File: src/rtl/decimal_entry_pkg.sv
// Shared key codes and FSM state type for the keypad decimal entry block.
package decimal_entry_pkg;

   // Codes 0x0..0x9 are digits; 0xD and 0xF are deliberately unused.
   localparam logic [3:0] KEY_DIGIT_MAX = 4'h9;
   localparam logic [3:0] KEY_NEG       = 4'hA;
   localparam logic [3:0] KEY_BKSP      = 4'hB;
   localparam logic [3:0] KEY_CLR       = 4'hC;
   localparam logic [3:0] KEY_ENTER     = 4'hE;

   typedef enum logic {
      ENTRY   = 1'b0,
      CONVERT = 1'b1
   } state_t;

endpackage

File: src/rtl/bcd_mul10_add.sv
// Combinational accumulate step: result = acc*10 + digit, built from shifts.
module bcd_mul10_add (
   input  logic [31:0] acc,
   input  logic [3:0]  digit,
   output logic [31:0] result
);

   // acc*10 = acc*8 + acc*2; the magnitude bound keeps this from overflowing.
   assign result = (acc << 3) + (acc << 1) + {28'd0, digit};

endmodule

File: src/rtl/decimal_entry_to_binary.sv
// Keypad decimal entry: collects BCD digits and a sign, then converts the
// entry MSD-first into a 32-bit two's-complement value on enter.
//
// Handshake: a key is consumed on a rising edge where key_valid && ready;
// a key strobed while ready is low is dropped, never queued.
module decimal_entry_to_binary
   import decimal_entry_pkg::*;
#(
   parameter int NUM_DIGITS = 5
) (
   input  logic                              clk,
   input  logic                              rst,
   input  logic                              key_valid,
   input  logic [3:0]                        key_code,
   output logic                              ready,
   output logic [4*NUM_DIGITS-1:0]           bcd_digits,
   output logic                              neg,
   output logic [$clog2(NUM_DIGITS+1)-1:0]   digit_count,
   output logic [31:0]                       value,
   output logic                              value_valid,
   output state_t                            state_dbg
);

   localparam int DW = 4 * NUM_DIGITS;
   localparam int CW = $clog2(NUM_DIGITS + 1);
   localparam int IW = (NUM_DIGITS > 1) ? $clog2(NUM_DIGITS) : 1;

   state_t          state;
   logic [DW-1:0]   work_digits;
   logic            work_neg;
   logic [31:0]     acc;
   logic [IW-1:0]   idx;

   logic [DW-1:0]   work_shifted;
   logic [3:0]      cur_digit;
   logic [31:0]     acc_next;

   assign ready     = (state == ENTRY);
   assign state_dbg = state;

   // The digit being folded in is the one at position idx of the snapshot.
   assign work_shifted = work_digits >> {idx, 2'b00};
   assign cur_digit    = work_shifted[3:0];

   bcd_mul10_add u_mul10_add (
      .acc    (acc),
      .digit  (cur_digit),
      .result (acc_next)
   );

   // Entry editing, conversion sequencing and output registers.
   always_ff @(posedge clk) begin
      if (rst) begin
         state       <= ENTRY;
         bcd_digits  <= '0;
         digit_count <= '0;
         neg         <= 1'b0;
         work_digits <= '0;
         work_neg    <= 1'b0;
         acc         <= '0;
         idx         <= '0;
         value       <= '0;
         value_valid <= 1'b0;
      end else begin
         value_valid <= 1'b0;
         case (state)
            ENTRY: begin
               if (key_valid) begin
                  if (key_code <= KEY_DIGIT_MAX) begin
                     // A full entry silently ignores further digits.
                     if (digit_count < CW'(NUM_DIGITS)) begin
                        bcd_digits  <= (bcd_digits << 4) | DW'(key_code);
                        digit_count <= digit_count + 1'b1;
                     end
                  end else if (key_code == KEY_NEG) begin
                     neg <= ~neg;
                  end else if (key_code == KEY_BKSP) begin
                     if (digit_count != '0) begin
                        bcd_digits  <= bcd_digits >> 4;
                        digit_count <= digit_count - 1'b1;
                     end
                  end else if (key_code == KEY_CLR) begin
                     bcd_digits  <= '0;
                     digit_count <= '0;
                     neg         <= 1'b0;
                  end else if (key_code == KEY_ENTER) begin
                     // Snapshot then clear, so the display is blank while converting.
                     work_digits <= bcd_digits;
                     work_neg    <= neg;
                     acc         <= '0;
                     idx         <= IW'(NUM_DIGITS - 1);
                     bcd_digits  <= '0;
                     digit_count <= '0;
                     neg         <= 1'b0;
                     state       <= CONVERT;
                  end
               end
            end
            CONVERT: begin
               // Always runs all NUM_DIGITS steps, even for an empty entry.
               acc <= acc_next;
               if (idx == '0) begin
                  value       <= work_neg ? (~acc_next + 32'd1) : acc_next;
                  value_valid <= 1'b1;
                  state       <= ENTRY;
               end else begin
                  idx <= idx - 1'b1;
               end
            end
            default: state <= ENTRY;
         endcase
      end
   end

endmodule

File: config.mk
export PLATFORM = sky130hd
export DESIGN_NAME = decimal_entry_to_binary
export DESIGN_NICKNAME = d
export VERILOG_FILES = /design/src/rtl/decimal_entry_pkg.sv /design/src/rtl/bcd_mul10_add.sv /design/src/rtl/decimal_entry_to_binary.sv
export SDC_FILE = /design/constraint.sdc
export NUM_CORES = 1
export LEC_CHECK = 0
export ABC_AREA = 1
export BUFFER_PORTS_ARGS = -buffer_cell sky130_fd_sc_hd__buf_2
export CORE_ASPECT_RATIO = 0.7
export CORE_MARGIN = 4
export CORE_UTILIZATION = 38
export CTS_CLUSTER_SIZE = 20
export DETAILED_ROUTE_END_ITERATION = 7
export PLACE_DENSITY = 0.64
export SLEW_MARGIN = 15
export SYNTH_ARGS = -nofsm -noshare
export SYNTH_HDL_FRONTEND = slang
export SYNTH_SLANG_ARGS = --single-unit
export TNS_END_PERCENT = 20
File: constraint.sdc
create_clock -name clk -period 10.2 [get_ports clk]
set_input_delay 0.51 -clock clk [delete_from_list [all_inputs] [get_ports clk]]
set_output_delay 0.51 -clock clk [all_outputs]
set_load 0.02 [all_outputs]
==> impl_metrics.tcl, run 1 <==
set metrics [dict create \
    yosys_warnings 0 \
    vdd_drop_max_mv 0.0956 \
    yosys.area_share.xor_xnor_pct 2.09 \
    fmaxAchievable_mhz 238 \
    path_class "register to register" \
    mappedNetlistNets 1323 \
    power.static_leakage_nw 4.76 \
    slew_violations 0 \
    postSynthRegisterBits 113 \
    cell_count_after_synthesis 1250 \
    rsz0062_at_grt "false" \
    post_route_cells_drive_above_1_share_pct 13.0 \
    drt_pass1_iterations 5 \
    initialDrtViolationCount 707 \
    postCtsSetupBuffers 0 \
    wirelength_mm 24.1 \
    initial_utilization_pct 39.4 \
    layout_common_cells "380 x nand2_1, 156 x inv_1, 115 x a21oi_1" \
    maximum_number_of_pins_on_one_net_before_global_route_repair 72 \
    fin_worst_skew_ns 0.0134 \
    synth_seq_area_share_pct 28.4 \
    clk_pin_slew_ns 0.06 \
    max-cap-violations 0 \
    cts_htree_levels 4 \
    worst_ep_required_time_ns 10.52 \
    setup_total_negative_slack_ns 0 \
    syn_area_per_cell_um2 6.36 \
    postSynth.asyncResetShare_pct 0 \
    die_y_um 129 \
    initial_antenna_violation_count 0 \
    period_needed_ns 4.21 \
    power_w 0.00118 \
    port_buffers 65 \
    core-area_mm2 0.0202 \
    floorplan_die_area_mm2 0.0234 \
    via_per_inst 5.15 \
    post-route-drc-count 0 \
    cts_hold_buffers 0 \
    grt_remaining_overflow 0 \
    synth_cell_type_count 41 \
    placement_rows 43 \
    hold_viol_final 0 \
    tritoncts "yes" \
    synthesized_area_mm2 0.00796 \
    number_of_gates_resized_after_cts 0 \
    worstPathArrival_ns 4.53 \
    max_slew_margin_pct 24.5 \
    synthDominantCellAreaShare_pct 28.4 \
    cts-root-to-sink-buffers 2 \
    first_global_vias 7357 \
    final.period_utilization_pct 41.2 \
    route.vias.total 8146 \
    ys_dominant_reg_cell "dfxtp_1" \
    numCtsBuffers 17 \
    grtUsageTotal_pct 20.8 \
    muxShareOfSynthArea_pct 0 \
    worstSkewPairLatency_ns 0.43 \
    synth_top_cell_by_area "dfxtp_1" \
    met1_track_utilization_from_global_routing_pct 33.2 \
    synth_edf_count 0 \
    min-delay-path-class "input port to register" \
    post_synth_fa_ha_maj_area_fraction_pct 10.6 \
    fin_nets 1371 \
    drtAntennaViolNets 0 \
    pwr_density_cell_mw_per_mm2 129 \
    final-setup-viol-count 0 \
    area_delta_synth_final_pct 14.2 \
    synth_compound_area_share_pct 17.2 \
    route.detailed.wl_per_inst_um 15.2 \
    gpl.final_weighted_congestion 0.933 \
    top_level_port_count 66 \
    layout_commonest_cell "nand2_1" \
    critical_path_peak_fanout 12 \
    r2r_slack_ns 5.99 \
    grt_most_used_layer "met1" \
    main_combinational_cell_family_by_area_after_synthesis "simple AND/OR/NAND/NOR gates" \
    chipWidth_um 181 \
    status "complete, no violations" \
    cts_sinks 113 \
    post_synth_main_area_contributors "dfxtp_1 28%, nand2_1 18%, ha_1 10%" \
    detailed_place_hpwl_mm 18.2 \
    timing.critical_path.to_type "register" \
    synth_simple_gate_area_share_pct 31.6 \
    met3_usage_grt_pct 4.12 \
    grt_pass1_wl_mm 39.0 \
    n_antenna_cell 0 \
    met2_usage_in_global_routing_pct 27.7 \
    critical_path.startpoint_type "register" \
    root_buffer "clkbuf_16" \
    tightestPinTransition_ns 1.13 \
    n_fill_cell 2131 \
]
[path summary, 6_finish.rpt]
path	from	end	depth (start not counted)
setup / recovery	idx[0]$_SDFFE_PP0P_	value[22]$_SDFFE_PP0P_	22
hold / removal	key_valid	digit_count[2]$_SDFFE_PP0P_	3
setup reg to reg	idx[0]$_SDFFE_PP0P_	value[22]$_SDFFE_PP0P_	22
hold reg to reg	acc[29]$_SDFFE_PP0P_	acc[29]$_SDFFE_PP0P_	2
[synth_stat cells (all sizes together), types with 5 or more instances]
| cell type | number |
|---|---|
| nand2 | 402 |
| o22ai | 19 |
| xor2 | 16 |
| a211oi | 9 |
| inv | 169 |
| dfxtp | 113 |
| clkbuf | 30 |
| o21ai | 72 |
| a21oi | 122 |
| nand3 | 74 |
| nor3 | 10 |
| nand4 | 7 |
| ha | 64 |
| nor2 | 96 |
| buf | 10 |
| nand3b | 5 |
[routing by layer]
metal  part of all wire [%]  vias up
met5                      0        -
met4                    1.4        0
met3                    8.2       26
met2                     37      292
met1                     53     3677
li1                       -     4151
[where the power goes]
group	leakage [nW]	switching [W]	internal [W]
sequential	0.917	0.0000115	0.000457
clock	0.285	0.000240	0.000351
combinational	3.56	0.0000813	0.0000340
[kinds of logic after synthesis]
group | after synthesis
xor gates and xnor gates | 19
buffers and inverters | 211
DFF | 113
adders and majority gates | 66
and+or+nand+nor | 596
AOI/OAI and AO/OA | 245
[cell type report]
type | instances | area [um^2] | area share (%)
clock buffer | 19 | 453 | 4.99
multi-input combinational | 926 | 4910 | 54.0
tap | 270 | 338 | 3.72
clock inverter | 13 | 126 | 1.39
timing repair buffer | 69 | 355 | 3.91
inverter | 171 | 642 | 7.07
sequential | 113 | 2260 | 24.9
[sequential cells by signal, summed over array words and instances, names as in the netlist]
signal       cells
neg              1
digit_count      3
work_neg         1
state_dbg        1
acc             31
bcd_digits      20
work_digits     20
idx              3
value_valid      1
value           32
[metrics by stage]
| stage | worst slack [ns] | std cells | cell area [um^2] | util, % | hold WS [ns] |
|---|---|---|---|---|---|
| after floorplan | 6.76 | 1250 | 7960 | - | 0.449 |
| after global placement | 6.27 | 1549 | 8510 | 42.2 | 0.460 |
| after detailed placement | 6.19 | 1549 | 8510 | 42.2 | 0.465 |
| after CTS | 6.07 | 1581 | 9080 | 45.0 | 0.441 |
| after global routing | 5.56 | 1581 | 9080 | 45.0 | 0.465 |
| final | 5.99 | 1581 | 9080 | 45.0 | 0.463 |
[critical path: stages (launching register included)]
cell      delay [ns]
dfxtp_1         0.43
inv_2           0.22
nand2_1         0.08
a221oi_1        0.30
a31o_2          0.18
inv_1           0.05
fa_1            0.48
fa_1            0.58
inv_1           0.08
nor3_1          0.26
nand2_1         0.10
inv_1           0.08
nand2_1         0.07
nor2_1          0.09
nand2_1         0.07
nor2_1          0.13
nand3_1         0.12
nor2_1          0.20
nand4_1         0.12
nand2_1         0.16
nor2_1          0.06
o21ai_0         0.19
inv_1           0.05
No activity file was read; power rests on OpenSTA's default activity.
==> run 2, diff against run 1 <==
--- a/config.mk
+++ b/config.mk
@@ -12,7 +12,7 @@
 export CORE_UTILIZATION = 38
 export CTS_CLUSTER_SIZE = 20
 export DETAILED_ROUTE_END_ITERATION = 7
-export PLACE_DENSITY = 0.64
+export PLACE_DENSITY = 0.66
 export SLEW_MARGIN = 15
 export SYNTH_ARGS = -nofsm -noshare
 export SYNTH_HDL_FRONTEND = slang
==> constraint.sdc (replaced) <==
create_clock -name clk -period 3.4 [get_ports clk]
set_input_delay 0.17 -clock clk [delete_from_list [all_inputs] [get_ports clk]]
set_output_delay 0.17 -clock clk [all_outputs]
set_load 0.02 [all_outputs]
==> impl_metrics.tcl, run 2 (same netlist as run 1, synthesis figures left out) <==
set metrics [dict create \
    fin_cells 1673 \
    final.setup.worst_slack_ns -0.186 \
    grt_pass1_wl_mm 41.2 \
    post_route_cells_drive_above_1_share_pct 26.8 \
    fin_worst_skew_ns 0.0132 \
    worstPathArrival_ns 3.92 \
    status "finished, violations left" \
    cp.depth 28 \
    critical_path_peak_fanout 7 \
    floorplan_die_area_mm2 0.0234 \
    power_w 0.00367 \
    reg2reg_from "idx[0]$_SDFFE_PP0P_" \
    cts-root-to-sink-buffers 2 \
    cts_sinks 113 \
    postPlaceCellArea_mm2 0.00909 \
    post-route-drc-count 0 \
    path_class "register to register" \
    route.detailed.wl_per_inst_um 15.6 \
    min-delay-path-class "input port to register" \
    initial_antenna_violation_count 0 \
    top_level_port_count 66 \
    critical_path.max_stage_delay_ns 0.40 \
    rsz0062_at_grt "true" \
    n_antenna_cell 0 \
    flip_flop_count_of_the_largest_register_after_layout 32 \
    dpl.cell_count 1624 \
    route.vias.total 8686 \
    max-cap-violations 0 \
    cpLargestDelayFamily "simple AND/OR/NAND/NOR gates" \
    worstSetupEndpoint "value[31]$_SDFFE_PP0P_" \
    vdd_drop_max_mv 0.305 \
    setup.worst_path.start "idx[0]$_SDFFE_PP0P_" \
    max_slew_margin_pct 28.6 \
    layout_commonest_cell "nand2_1" \
    critical_path.startpoint_type "register" \
    gpl.final_weighted_congestion 0.963 \
    placement_rows 43 \
    stdcell_area_mm2 0.0104 \
    port_buffers 65 \
    grt_remaining_overflow 0 \
    initialDrtViolationCount 752 \
    fin_nets 1463 \
    hold_viol_final 0 \
    wirelength_mm 26.0 \
    violations "setup timing" \
    timing.critical_path.to_type "register" \
    grtUsageTotal_pct 21.9 \
    pwr_density_cell_mw_per_mm2 354 \
    drt_pass1_iterations 6 \
    clk_pin_slew_ns 0.07 \
    final.period_utilization_pct 105 \
    via_per_inst 5.19 \
    power.static_leakage_nw 5.38 \
    layout_common_cells "324 x nand2_1, 148 x inv_1, 111 x dfxtp_1" \
    finalCoreUtilization_pct 51.4 \
    numCtsBuffers 17 \
    critical_path.most_common_cell "nand2_1" \
    cp_num_buf_inv 5 \
    register_area_mm2 0.00227 \
    slew_violations 0 \
    first_global_vias 7799 \
    area_delta_synth_final_pct 30.4 \
    detailed_place_hpwl_mm 19.1 \
    initial_utilization_pct 39.4 \
    final-setup-viol-count 21 \
    top_regs "value (32), acc (31)" \
    top_register "value" \
    drtAntennaViolNets 0 \
    period_needed_ns 3.59 \
    tightestPinTransition_ns 1.07 \
    rr_worst_depth 28 \
    total_area_of_multi_input_combinational_cells_mm2 0.00546 \
    n_fill_cell 1964 \
    setup_total_negative_slack_ns -2.29 \
    max_stage_delay_cell_worst_path "dfxtp_4" \
    worst_ep_required_time_ns 3.73 \
    maximum_number_of_pins_on_one_net_before_global_route_repair 72 \
    rr_endpoint "value[31]$_SDFFE_PP0P_" \
    r2r_slack_ns -0.19 \
    fmaxAchievable_mhz 279 \
    cts_hold_buffers 0 \
    tritoncts "yes" \
    worstSkewPairLatency_ns 0.43 \
    core-area_mm2 0.0202 \
    cts_htree_levels 4 \
    die_y_um 129 \
    root_buffer "clkbuf_16" \
    chipWidth_um 181 \
]
[run 2: cell types whose count changed in the layout (fill, tap and decap cells not counted), moves of 9 or more]
cell / before / now
nor2_1: 84 / 69
nand2_2: 22 / 60
nand3_1: 67 / 55
nand2_4: 0 / 18
buf_4: 4 / 91
nand3_2: 7 / 16
nand2_1: 380 / 324
nor2_4: 1 / 11
[run 2: where the power goes]
group          switching [W]  total (W)  internal, W
clock               0.000786    0.00183      0.00104
sequential         0.0000307    0.00140      0.00137
combinational       0.000280   0.000438     0.000158
[run 2: worst register-to-register path: cells and delay by family (launching register included)]
kind | cells | cell delay [ns]
fa+ha+maj | 3 | 0.83
compound gates | 1 | 0.10
flops | 1 | 0.40
simple gates | 19 | 1.82
buf+inv | 5 | 0.37
[run 2: final cells by class]
class                           count  area share (%)
Clock inverter                     15            1.58
Sequential cell                   113            21.9
Tap cell                          270            3.26
Inverter                          171            6.26
Timing Repair Buffer              161            10.3
Multi-Input combinational cell    926            52.6
Clock buffer                       17            4.10
[run 2: worst min path at each step]
stage	end	slack, ns	depth (start not counted)	from
after floorplan	digit_count[2]$_SDFFE_PP0P_	0.38	2	key_valid
after global placement	acc[30]$_SDFFE_PP0P_	0.47	2	acc[30]$_SDFFE_PP0P_
after detailed placement	acc[30]$_SDFFE_PP0P_	0.47	2	acc[30]$_SDFFE_PP0P_
after CTS	digit_count[2]$_SDFFE_PP0P_	0.11	3	key_valid
after global routing	neg$_SDFFE_PP0P_	0.17	4	key_code[1]
final	digit_count[2]$_SDFFE_PP0P_	0.13	3	key_valid
[run 2: layer usage]
metal	GRT usage, %	vias up	part of all wire [%]
li1	-	4323	-
met1	33.8	4000	51
met2	29.6	331	39
met3	6.09	32	8.7
met4	5.51	0	1.4
met5	0	-	0
[run 2: through the flow]
step	hold slack, ns	worst slack (ns)
floorplan	0.380	0.00747
global route	0.166	-0.378
global placement	0.471	-0.349
finish	0.133	-0.186
detailed placement	0.474	-0.521
CTS	0.109	-0.217
[run 2: timing repair]
item	CTS	global route
setup buffers	6	11
setup endpoints to repair	32	33
resized for setup	46	112
pin swaps	29	55
hold endpoints to repair	0	0
